### src/rtl/craft_pkg.sv
// Shared types and constants for the CRAFT round sequencer and its round-constant shadow checker.
package craft_pkg;

    typedef enum logic [1:0] {
        ST_IDLE  = 2'd0,
        ST_LOAD  = 2'd1,
        ST_ROUND = 2'd2,
        ST_DONE  = 2'd3
    } state_t;

    localparam logic [7:0] RC_INIT          = 8'h11;
    localparam int         CRAFT_NUM_ROUNDS = 32;
    localparam int         TK_SEL_W         = 2;

    // Round-constant LFSRs: new MSB is the XOR of the two lowest bits, the rest shifts right.
    function automatic logic [3:0] lfsr_a_next(input logic [3:0] a);
        return {a[0] ^ a[1], a[3:1]};
    endfunction

    function automatic logic [2:0] lfsr_b_next(input logic [2:0] b);
        return {b[0] ^ b[1], b[2:1]};
    endfunction

endpackage

### src/rtl/craft_rc_shadow.sv
// Shadow copy of the CRAFT round-constant LFSR pair with a sticky mismatch flag.
// Only instantiated when CRAFT_RC_CHECK_EN is defined.
module craft_rc_shadow
    import craft_pkg::*;
(
    input  logic       clk,
    input  logic       rst,
    input  logic       rc_rst,
    input  logic       round_en,
    input  logic       clr,
    input  logic [7:0] rc,
    output logic       rc_err
);

    logic [3:0] a_q;
    logic [2:0] b_q;
    logic       err_q;
    logic [7:0] rc_exp;

    assign rc_exp = {a_q, 1'b0, b_q};

    always_ff @(posedge clk) begin
        if (rst) begin
            a_q   <= RC_INIT[7:4];
            b_q   <= RC_INIT[2:0];
            err_q <= 1'b0;
        end else begin
            // Tracks the external generator: held at the seed while rc_rst, one step per round.
            if (rc_rst) begin
                a_q <= RC_INIT[7:4];
                b_q <= RC_INIT[2:0];
            end else begin
                a_q <= lfsr_a_next(a_q);
                b_q <= lfsr_b_next(b_q);
            end
            if (clr) begin
                err_q <= 1'b0;
            end else if (round_en && (rc != rc_exp)) begin
                err_q <= 1'b1;
            end
        end
    end

    assign rc_err = err_q;

endmodule

### src/rtl/craft_round_controller.sv
// CRAFT round sequencer: start -> LOAD pulse -> NUM_ROUNDS single-cycle rounds -> DONE with valid/ready.
// Optional build macro CRAFT_RC_CHECK_EN adds a shadow round-constant checker driving rc_err.
module craft_round_controller
    import craft_pkg::*;
#(
    parameter int NUM_ROUNDS = CRAFT_NUM_ROUNDS,
    parameter int RIDX_W     = 5
) (
    input  logic                clk,
    input  logic                rst,
    input  logic                start,
    output logic                start_ready,
    output logic                busy,
    output logic                ld,
    output logic                round_en,
    output logic [RIDX_W-1:0]   round_idx,
    output logic [TK_SEL_W-1:0] tk_sel,
    output logic                last_round,
    output logic                rc_rst,
    input  logic [7:0]          rc,
    output logic                rc_err,
    output logic                out_valid,
    input  logic                out_ready
);

    localparam logic [RIDX_W-1:0] LAST_IDX = RIDX_W'(NUM_ROUNDS - 1);

    state_t              state_q;
    logic                busy_q;
    logic                ld_q;
    logic                round_en_q;
    logic [RIDX_W-1:0]   round_idx_q;
    logic [RIDX_W-1:0]   round_idx_d;
    logic                last_round_q;
    logic                out_valid_q;
    logic                start_acc;

    assign round_idx_d = round_idx_q + RIDX_W'(1);

    // DONE accepts a new block only in the same cycle the current one is taken downstream.
    assign start_ready = (state_q == ST_IDLE) || ((state_q == ST_DONE) && out_ready);
    assign start_acc   = start && start_ready;

    always_ff @(posedge clk) begin
        if (rst) begin
            state_q      <= ST_IDLE;
            busy_q       <= 1'b0;
            ld_q         <= 1'b0;
            round_en_q   <= 1'b0;
            round_idx_q  <= '0;
            last_round_q <= 1'b0;
            out_valid_q  <= 1'b0;
        end else begin
            case (state_q)
                ST_IDLE: begin
                    if (start) begin
                        state_q <= ST_LOAD;
                        busy_q  <= 1'b1;
                        ld_q    <= 1'b1;
                    end
                end
                ST_LOAD: begin
                    state_q      <= ST_ROUND;
                    ld_q         <= 1'b0;
                    round_en_q   <= 1'b1;
                    round_idx_q  <= '0;
                    last_round_q <= 1'b0;
                end
                ST_ROUND: begin
                    if (round_idx_q == LAST_IDX) begin
                        state_q      <= ST_DONE;
                        round_en_q   <= 1'b0;
                        round_idx_q  <= '0;
                        last_round_q <= 1'b0;
                        out_valid_q  <= 1'b1;
                    end else begin
                        round_idx_q  <= round_idx_d;
                        last_round_q <= (round_idx_d == LAST_IDX);
                    end
                end
                ST_DONE: begin
                    if (out_ready) begin
                        out_valid_q <= 1'b0;
                        if (start) begin
                            state_q <= ST_LOAD;
                            ld_q    <= 1'b1;
                        end else begin
                            state_q <= ST_IDLE;
                            busy_q  <= 1'b0;
                        end
                    end
                end
                default: begin
                    state_q <= ST_IDLE;
                end
            endcase
        end
    end

    assign busy       = busy_q;
    assign ld         = ld_q;
    assign round_en   = round_en_q;
    assign round_idx  = round_idx_q;
    assign tk_sel     = round_idx_q[TK_SEL_W-1:0];
    assign last_round = last_round_q;
    assign out_valid  = out_valid_q;
    assign rc_rst     = (state_q != ST_ROUND);

`ifdef CRAFT_RC_CHECK_EN
    craft_rc_shadow u_rc_shadow (
        .clk      (clk),
        .rst      (rst),
        .rc_rst   (rc_rst),
        .round_en (round_en_q),
        .clr      (start_acc),
        .rc       (rc),
        .rc_err   (rc_err)
    );
`else
    logic unused_rc;
    assign unused_rc = ^{rc, start_acc};
    assign rc_err    = 1'b0;
`endif

endmodule

### config.mk
export PLATFORM = sky130hd
export DESIGN_NAME = craft_round_controller
export DESIGN_NICKNAME = d
export VERILOG_FILES = /design/src/rtl/craft_pkg.sv /design/src/rtl/craft_rc_shadow.sv /design/src/rtl/craft_round_controller.sv
export SDC_FILE = /design/constraint.sdc
export NUM_CORES = 1
export LEC_CHECK = 0
export CAP_MARGIN = 10
export CELL_PAD_IN_SITES_DETAIL_PLACEMENT = 0
export CELL_PAD_IN_SITES_GLOBAL_PLACEMENT = 1
export CORE_AREA = 2 2 50 52
export CTS_CLUSTER_DIAMETER = 50
export CTS_CLUSTER_SIZE = 24
export DETAILED_ROUTE_END_ITERATION = 8
export DIE_AREA = 0 0 52 54
export PLACE_DENSITY = 0.8
export SYNTH_ARGS = -nofsm -noshare
export SYNTH_HDL_FRONTEND = slang
export SYNTH_SLANG_ARGS = --single-unit
### constraint.sdc
create_clock -name clk -period 4.84 [get_ports clk]
set_input_delay 0.968 -clock clk [delete_from_list [all_inputs] [get_ports clk]]
set_output_delay 0.968 -clock clk [all_outputs]
set_load 0.01 [all_outputs]
After elaboration in Yosys (flattened, before gate mapping)

Index checks and enable logic that the tools add are counted.

Word-level logic and storage cells: 51
Register bits after elaboration: 12
Input bits: 12
Output and inout port bits: 15

Muxes and demuxes: 21
Equal/unequal tests: 10
Reduce and logical (&&, ||, !) cells: 12
Add/subtract/negate cells: 1

Operator list:

| kind                                           | count |
|---|---|
| == test 5 bit (second input constant)          | 2 |
| 2-to-1 mux 1 bit                               | 10 |
| inequality test 2 bit (second input constant)  | 5 |
| one-hot mux 5 bit (2 select lines)             | 1 |
| one-hot mux 1 bit (2 select lines)             | 4 |
| one-hot mux 2 bit (4 select lines)             | 1 |
| 2-to-1 mux 2 bit                               | 3 |
| AND reduction 3 bit                            | 2 |
| nonzero test 2 bit                             | 3 |
| adder 5 x 1 -> 5 bit (second input constant)   | 1 |
| 2-to-1 mux 5 bit                               | 1 |
| == test 2 bit (second input constant)          | 2 |
| AND reduction 2 bit                            | 2 |
| AND reduction 4 bit                            | 1 |
| one-hot mux 1 bit (3 select lines)             | 1 |
| nonzero test 3 bit                             | 1 |
| == test 2 x 1 -> 1 bit (second input constant) | 1 |
| logical NOT 2 bit                              | 1 |
| logical AND 1 bit                              | 1 |
| logical OR 1 bit                               | 1 |

Logic depth before layout (Yosys ltp)

Gate-level depths: netlist (run 1).

Word-level depth: 4
Mapped depth: 6

Worst setup path after synthesis (run 1)

OpenSTA, ideal clock, no wires.

Path kind: input to output
From: in out_ready
To: out start_ready
Setup slack: 2,729 ps
Stages on the path: 2
Arrival: 1,143 ps
Required time: 3,872 ps
Path buffers: 0
Cell sequence: nand2_1 -> nand2b_1

Longest elaborated chain between the ends: 2

Ends and longest elaborated chain:

| item               | line                         | text |
|---|---|---|
| start: declaration | craft_round_controller.sv:23 | `input logic out_ready` |
| logical AND 1 bit  | craft_round_controller.sv:41 | `assign start_ready = (state_q == ST_IDLE) \|\| ((state_q == ST_DONE) && out_ready);` |
| logical OR 1 bit   | craft_round_controller.sv:41 |  |
| end: declaration   | craft_round_controller.sv:12 | `output logic start_ready,` |

No other way between the ends.

Worst setup path in the final report (run 1)

Ends and elaborated chain as after synthesis.

==> results of run 1 <==
## critical path: cells and delay by family
family                 cells  cell delay, ns
buffers and inverters      2            1.03
AND/OR/NAND/NOR            2            0.18
## routing by layer
layer	share of wire, %	up-vias	GRT usage [%]	routed length [um]
li1	-	318	-	-
met1	47	281	13.68	670
met2	47	13	17.93	675
met3	4.4	4	4.167	63
met4	1.1	0	6.579	16
met5	0	-	0	0
## registers in the layout, summed over array words and instances, names as in the netlist
register,cells
round_idx,5
state_q,2
busy,1
out_valid,1
ld,1
round_en,1
last_round,1
## cell type report
cell class / count / area (um2)
fill: 243 / 1376
multi-input combinational: 60 / 436.7
sequential: 12 / 240.2
timing repair buffer: 17 / 170.2
tap: 30 / 37.54
clock buffer: 4 / 36.28
inverter: 6 / 22.52
## synthesized netlist by cell type, drive strengths merged (2+ instances only)
cell	instances	area share, %
ha	8	13
xor2	2	2.3
a211oi	3	3.0
inv	6	3.0
nor2b	3	3.5
nor2	3	1.5
a21oi	7	4.7
nand3	3	2.7
buf	5	5.0
nand2b	6	5.0
dfxtp	12	32
o31ai	2	2.0
nand2	8	4.0
## report_power, final
part | total, mW | internal, mW | switching [mW] | leakage [nW]
Combinational | 0.217 | 0.108 | 0.109 | 0.241
Sequential | 0.133 | 0.117 | 0.0163 | 0.0978
Clock | 0.0798 | 0.0457 | 0.0341 | 0.0210
## how the worst min path moves through the flow
| stage | from | endpoint | cells after the start |
|---|---|---|---|
| floorplan | last_round | last_round | 2 |
| global placement | last_round | last_round | 2 |
| detailed placement | last_round | last_round | 2 |
| CTS | last_round | last_round | 2 |
| global route | last_round | last_round | 2 |
| finish | last_round | last_round | 2 |
## logic make-up after synthesis
kind of cell	count (synthesis)
and+or+nand+nor	30
AOI/OAI and AO/OA	18
DFF	12
buffers and inverters	12
adders and majority gates	8
xor gates and xnor gates	2
other	1
muxes	1
## through the flow
step | utilization (%) | setup WS, ns | cell area (um2) | hold WS, ns | std cells
4_1_cts | 40.67 | 1.694 | 943.4 | 0.4693 | 129
3_5_place_dp | 39.10 | 1.701 | 907.1 | 0.4492 | 125
3_3_place_gp | 39.10 | 1.704 | 907.1 | 0.4439 | 125
6_report | 40.67 | 1.704 | 943.4 | 0.4632 | 129
2_1_floorplan | - | 2.729 | 750.7 | 0.4906 | 84
5_1_grt | 40.67 | 1.618 | 943.4 | 0.5001 | 129
==> flow_results.org, run 1 <==
** Outcome
- Result of the run :: finished clean

** Clocking
- Buffers inserted to repair hold after CTS numbered 0.
- Counting along the longest clock path gives a buffer depth of 2.
- Number of gates resized after CTS :: 0
- CTS tree :: yes
- The number of clock buffers added by TritonCTS is 3.
- Clock-pin slew was measured on the worst setup and hold paths at around 0.080 ns.
- The tree is rooted in a sky130_fd_sc_hd__clkbuf_4.
- Number of setup buffers added after CTS :: 0
- Clock sink total :: 12
- At the later pin of the worst-skew pair, clock insertion delay measures 0.27 ns.
- In this run the number of H-tree levels came out at 1.

** STA
- For the pin with the worst max-slew slack, the measured transition is 0.5310 ns.
- Between clock sinks in the finished design, the worst skew comes to 0.003181 ns.
- Based on the critical path, the design can be clocked at up to roughly 320 MHz.
- # setup viols final :: 0
- The final critical path takes up around 65% of the cycle.
- The number of hold violations in the final report came to 0.
- The number of pins with negative max-slew slack in the final report was 0.
- Setup repair after global routing left no endpoint under its margin.
- Final TNS setup :: 0 ns
- Headroom to the max-slew limit :: around 64%
- Min Tclk post-route :: ~3.1 ns

** Pwr
- VDD IR-drop max :: 0.2609 mV
- The analysis attributes to cell leakage a power of 0.3602 nW.
- PwrDens :: roughly 460 nW/um2
- The design draws roughly 0.43 mW.

** Die
- Standard-cell rows :: 18
- In this run the count of I/O pins placed on the die edge is 27.
- The die is approximately 54 um tall.
- The total area inside the core boundary comes to around 2300 um2.
- Die area :: 2808 um2
- The die is around 52 um wide.
- Effective utilization at floorplan :: between 30% and 40%

** GRT
- The number of global-route vias before repair came to between 500 and 600.
- The number of antenna violations at the first check in global routing is 0.
- Entering global routing, the biggest net connects 14 pins.
- Global routing consumed, over all layers together, approximately 12% of the routing resources.
- The total overflow left after global routing is 0.
- First-pass GRT wire length :: ~2.3 mm

** Critical path
- Type of the setup path with the least slack :: primary input to output port
- The largest single stage delay on the critical path is around 0.53 ns.
- The critical path goes through clkdlybuf4s50_1 -> nand2_1 -> nand2b_1 -> clkdlybuf4s50_1.
- Most common cell on crit path :: sky130_fd_sc_hd__clkdlybuf4s50_1
- STA classifies the critical path startpoint as a primary input.
- Max FO, Critical Path :: 3
- STA classifies the critical path endpoint as an output port.
- Cell count of the worst reg-to-reg path :: 6
- The worst register-to-register path ends at state_q[0].
- Slowest-stage cell, CP :: sky130_fd_sc_hd__clkdlybuf4s50_1
- STA puts the critical path data arrival time at 2.17 ns.
- Worst endpoint required time :: roughly 3.9 ns
- Worst setup path endpoint :: start_ready
- In this run the register-to-register setup slack is around 3.0 ns.
- Launch point of the critical path :: out_ready
- Reg2reg start :: round_idx[0]

** Synthesis
- Number of enable flip-flop cells after synthesis :: 0
- Among all flip-flop cells after synthesis, the most frequent one is sky130_fd_sc_hd__dfxtp_1.
- In this run the mean area of a mapped cell was 8.937 um2.
- Adder and majority gate portion of the synthesized area :: between 10% and 20%
- Sequential area share after synthesis :: roughly 32%
- Count of yosys warnings during synthesis :: 0
- Synthesized-area fraction occupied by and/or/nand/nor cells :: 23.17%
- Cells after Synth :: 84
- Async set-or-reset flop fraction in the synthesized netlist :: 0%
- Number of distinct library cells after synthesis :: 33
- Portion of netlist area occupied by mux cells :: roughly 1.3%
- Synthesis inferred 12 register bits.
- By area, the combinational part of the netlist is dominated by simple AND/OR/NAND/NOR gates.
- Counting every net in the synthesized netlist gives approximately 100.
- Of the total synthesized cell area, the portion taken by XOR and XNOR cells is 2.333%.
- Synthesized-area fraction occupied by ao, oa, aoi and oai cells :: between 10% and 20%
- The mapped netlist covers about 750 um2.

** Drt
- Number of DRC markers in iteration 0 :: 5
- Iteration count of the initial detailed-routing pass :: 4
- In the routed design, unresolved DRC markers number 0.
- The routed design has 1.425 mm of wire.
- Number of nets still failing antenna checks after routing :: 0
- In the routed layout, each cell is associated on average with a via count of between 4 and 5.
- Summing over every cut layer, the via total after detailed routing is 616.
- Routed length per placed instance :: approximately 11 um

** Place
- During placement, the flow inserted port buffers numbering 17.
- Final weighted congestion in routability-driven placement :: approximately 0.86
- The wire-length estimate of the detail-placed layout is 1.087 mm.

** Layout
- Diodes inserted :: 0
- Leading cell type in the layout, fill and taps excluded :: sky130_fd_sc_hd__clkdlybuf4s50_1
- From synthesis to final layout, the design area changed by 25.67%.
- Leading cell types in the layout, fill and taps excluded :: sky130_fd_sc_hd__clkdlybuf4s50_1, sky130_fd_sc_hd__dfxtp_1, sky130_fd_sc_hd__nand2_1, sky130_fd_sc_hd__ha_1, sky130_fd_sc_hd__a21oi_1
- Final Net Count :: 120
- Cells with a size suffix above 1 make up under 10% of the layout.

** Flow run
- Max-capacitance violation count :: 0

** Min path
- Class of the tightest hold or removal check :: flip-flop to flip-flop
No activity file was read; power rests on OpenSTA's default activity.
==> inputs of run 2 (changes only) <==
Settings changed: CORE_AREA 2 2 50 52 to 2 2 55 57, DIE_AREA 0 0 52 54 to 0 0 57 59, PLACE_DENSITY 0.8 to 0.7.
Clock period 4.84 ns to 2.64 ns, I/O delays scaled along.
==> flow_results.org, run 2 (synthesis results as in run 1) <==
** Critical path
- On the critical path, the stage with the largest delay is an instance of sky130_fd_sc_hd__clkdlybuf4s50_1.
- The cell that appears most often on the critical path is sky130_fd_sc_hd__clkdlybuf4s50_1.
- The worst register-to-register path begins at round_idx[0].
- In this run the worst path has a maximum fanout of 3.
- Setup slack, reg-to-reg :: roughly 0.87 ns
- Data arrival at the endpoint of the critical path :: around 1.7 ns
- The critical path starts at out_ready.
- Data on the critical path is required at its endpoint by between 2 and 2.5 ns.
- The critical path is of the primary input to output port type.
- The critical path goes through clkdlybuf4s50_1 -> nand2_1 -> nand2b_1 -> clkdlybuf4s50_1.
- On the worst path, the slowest cell contributes a delay of approximately 0.53 ns.
- The endpoint identified for the worst register-to-register timing path is last_round.
- The worst setup path is launched from a primary input.
- Counting cells, the worst reg-to-reg path comes to 6.
- Category of the worst setup path capture point :: output port

** Place
- Final HPWL from detailed placement :: ~1.1 mm
- Buffers placed on the I/O ports in this run total 17.
- Final weighted congestion in routability-driven placement :: ~0.74
- DP Cell Count :: approximately 130

** GRT
- Global routing used between 10% and 20% of the available tracks across all layers.
- Congestion Overflow GR :: 0
- The number of global-route vias before repair was about 600.
- Entering global routing, the biggest net connects 14 pins.
- Antenna violations before repair :: 0
- First-pass GRT wire length :: roughly 2.7 mm

** Min path
- The min-delay analysis places its worst path in the category flip-flop to flip-flop.
- In this run the most critical hold path is launched from last_round.
- For hold timing, the worst endpoint is last_round.
- Cells on Worst Hold Path :: 2

** STA
- Maximum clock frequency :: 440.3 MHz
- Max Clock Skew :: 0.004248 ns
- After layout, the worst path uses 86.04% of the clock period.
- For the pin with the worst max-slew slack, the measured transition is around 0.55 ns.
- The number of hold violations in the final report came to 0.
- The worst path needs 2.271 ns of the cycle, external delays included.
- Headroom to the max-slew limit :: a little over three fifths
- Setup total negative slack on the finished layout was measured at 0 ns.
- Setup violations remaining at the end of the flow were counted as 0.
- Setup repair after global routing missed its margin :: no
- The number of pins with negative max-slew slack in the final report is 0.

** Drt
- Average vias per placed instance :: around 4.7
- Detailed routing inserted a total of 600 vias.
- Iteration count of the initial detailed-routing pass :: 3
- Number of DRC markers in iteration 0 :: 5
- In this run the remaining antenna-violating nets after routing total 0.
- Routed length per placed instance :: 12.02 um
- Summed over all layers, the routed wires come to roughly 1.6 mm.
- Total DRC errors in the routed layout :: 0

** Die
- Die height :: between 50 and 60 um
- Core area :: 2710 um2
- Horizontal extent of the die :: between 50 and 60 um
- After floorplanning, the core was divided into 19 placement rows.
- During I/O placement, the number of pins put on the boundary was 27.
- Die area :: 3363 um2
- Effective utilization at floorplan :: between 20 and 30%

** Clocking
- CTS placed an instance of sky130_fd_sc_hd__clkbuf_4 at the clock tree root.
- In this run, post-CTS repair resized a total of 0 instances.
- Clock latency on the worst-skew pair, taken at its later pin, is ~0.27 ns.
- Clock-pin slew was measured on the worst setup and hold paths at ~0.080 ns.
- Counting along the longest clock path gives a buffer depth of 2.
- Number of setup buffers added after CTS :: 0
- Clock buffers created by TritonCTS :: 3
- Clock sink total :: 12
- H-tree levels :: 1
- CTS tree :: yes
- Hold-fix buffer count after cts :: 0

** Layout
- Fraction of layout cells with a size suffix above 1 :: about 8.2%
- Leaving out fill and tap cells, the most frequent cell in the layout is sky130_fd_sc_hd__clkdlybuf4s50_1.
- Final Net Count :: between 100 and 150
- Leading cell types in the layout, fill and taps excluded :: sky130_fd_sc_hd__clkdlybuf4s50_1, sky130_fd_sc_hd__dfxtp_1, sky130_fd_sc_hd__nand2_1, sky130_fd_sc_hd__ha_1, sky130_fd_sc_hd__a21oi_1
- The register with the most flip-flops in the layout has 5 of them.
- Diodes inserted :: 0
- Area delta synth->final :: 24.00%
- The finished layout holds approximately 130 standard cells, fillers aside.

** Pwr
- The worst-case IR drop observed on VDD is 0.4175 mV.
- Static leakage :: around 0.35 nW
- PwrDens :: a little over 800 nW/um2

** Flow run
- Max-capacitance violation count :: 0

** Outcome
- The run finished with clean final reports.
## run 2: changes by cell type in the layout (fill, tap and decap cells not counted)
cell | before | now
sky130_fd_sc_hd__clkbuf_8 | 1 | 0
## run 2: cell type report
class | instances | area, um2
well taps | 31 | 38.79
clock buffers | 3 | 22.52
flip-flops and latches | 12 | 240.2
inverters | 6 | 22.52
fillers | 303 | 1779
multi-input cells | 60 | 436.7
repair buffers | 17 | 170.2
## run 2: worst max path at each step
stage                             end  slack (ns)  cells past startpoint
after CTS                 start_ready        0.37                      4
after global routing      start_ready        0.27                      4
after global placement    start_ready        0.36                      4
final                     start_ready        0.37                      4
after detailed placement  start_ready        0.37                      4
after floorplan            last_round        1.00                      6
## run 2: layer usage
| metal | track usage [%] | part of all wire (%) |
|---|---|---|
| met5 | 0 | 0 |
| met4 | 7.973 | 2.5 |
| met1 | 14.34 | 54 |
| met2 | 14.29 | 40 |
| met3 | 1.747 | 3.2 |
## run 2: metrics by stage
step / setup slack (ns) / total power, mW / instance area, um2 / hold WS [ns] / utilization (%)
floorplan: 1.000 / 0.5560 / 750.7 / 0.4906 / -
global placement: 0.3624 / 0.6457 / 908.4 / 0.4517 / 33.52
detailed placement: 0.3673 / 0.6527 / 908.4 / 0.4571 / 33.52
CTS: 0.3663 / 0.7679 / 930.9 / 0.4774 / 34.35
global route: 0.2651 / 0.8230 / 930.9 / 0.5028 / 34.35
finish: 0.3686 / 0.7630 / 930.9 / 0.4711 / 34.35
## run 2: report_power, final
group	switching, mW	internal, mW	leakage, nW
logic	0.205	0.199	0.241
clock network	0.0621	0.0529	0.0138
registers	0.0296	0.215	0.0978
total	0.296	0.467	0.353
## run 2: worst max-delay path, delay by kind of cell
family / cells / cell delay [ns]
buffers and inverters: 2 / 1.03
and+or+nand+nor: 2 / 0.19
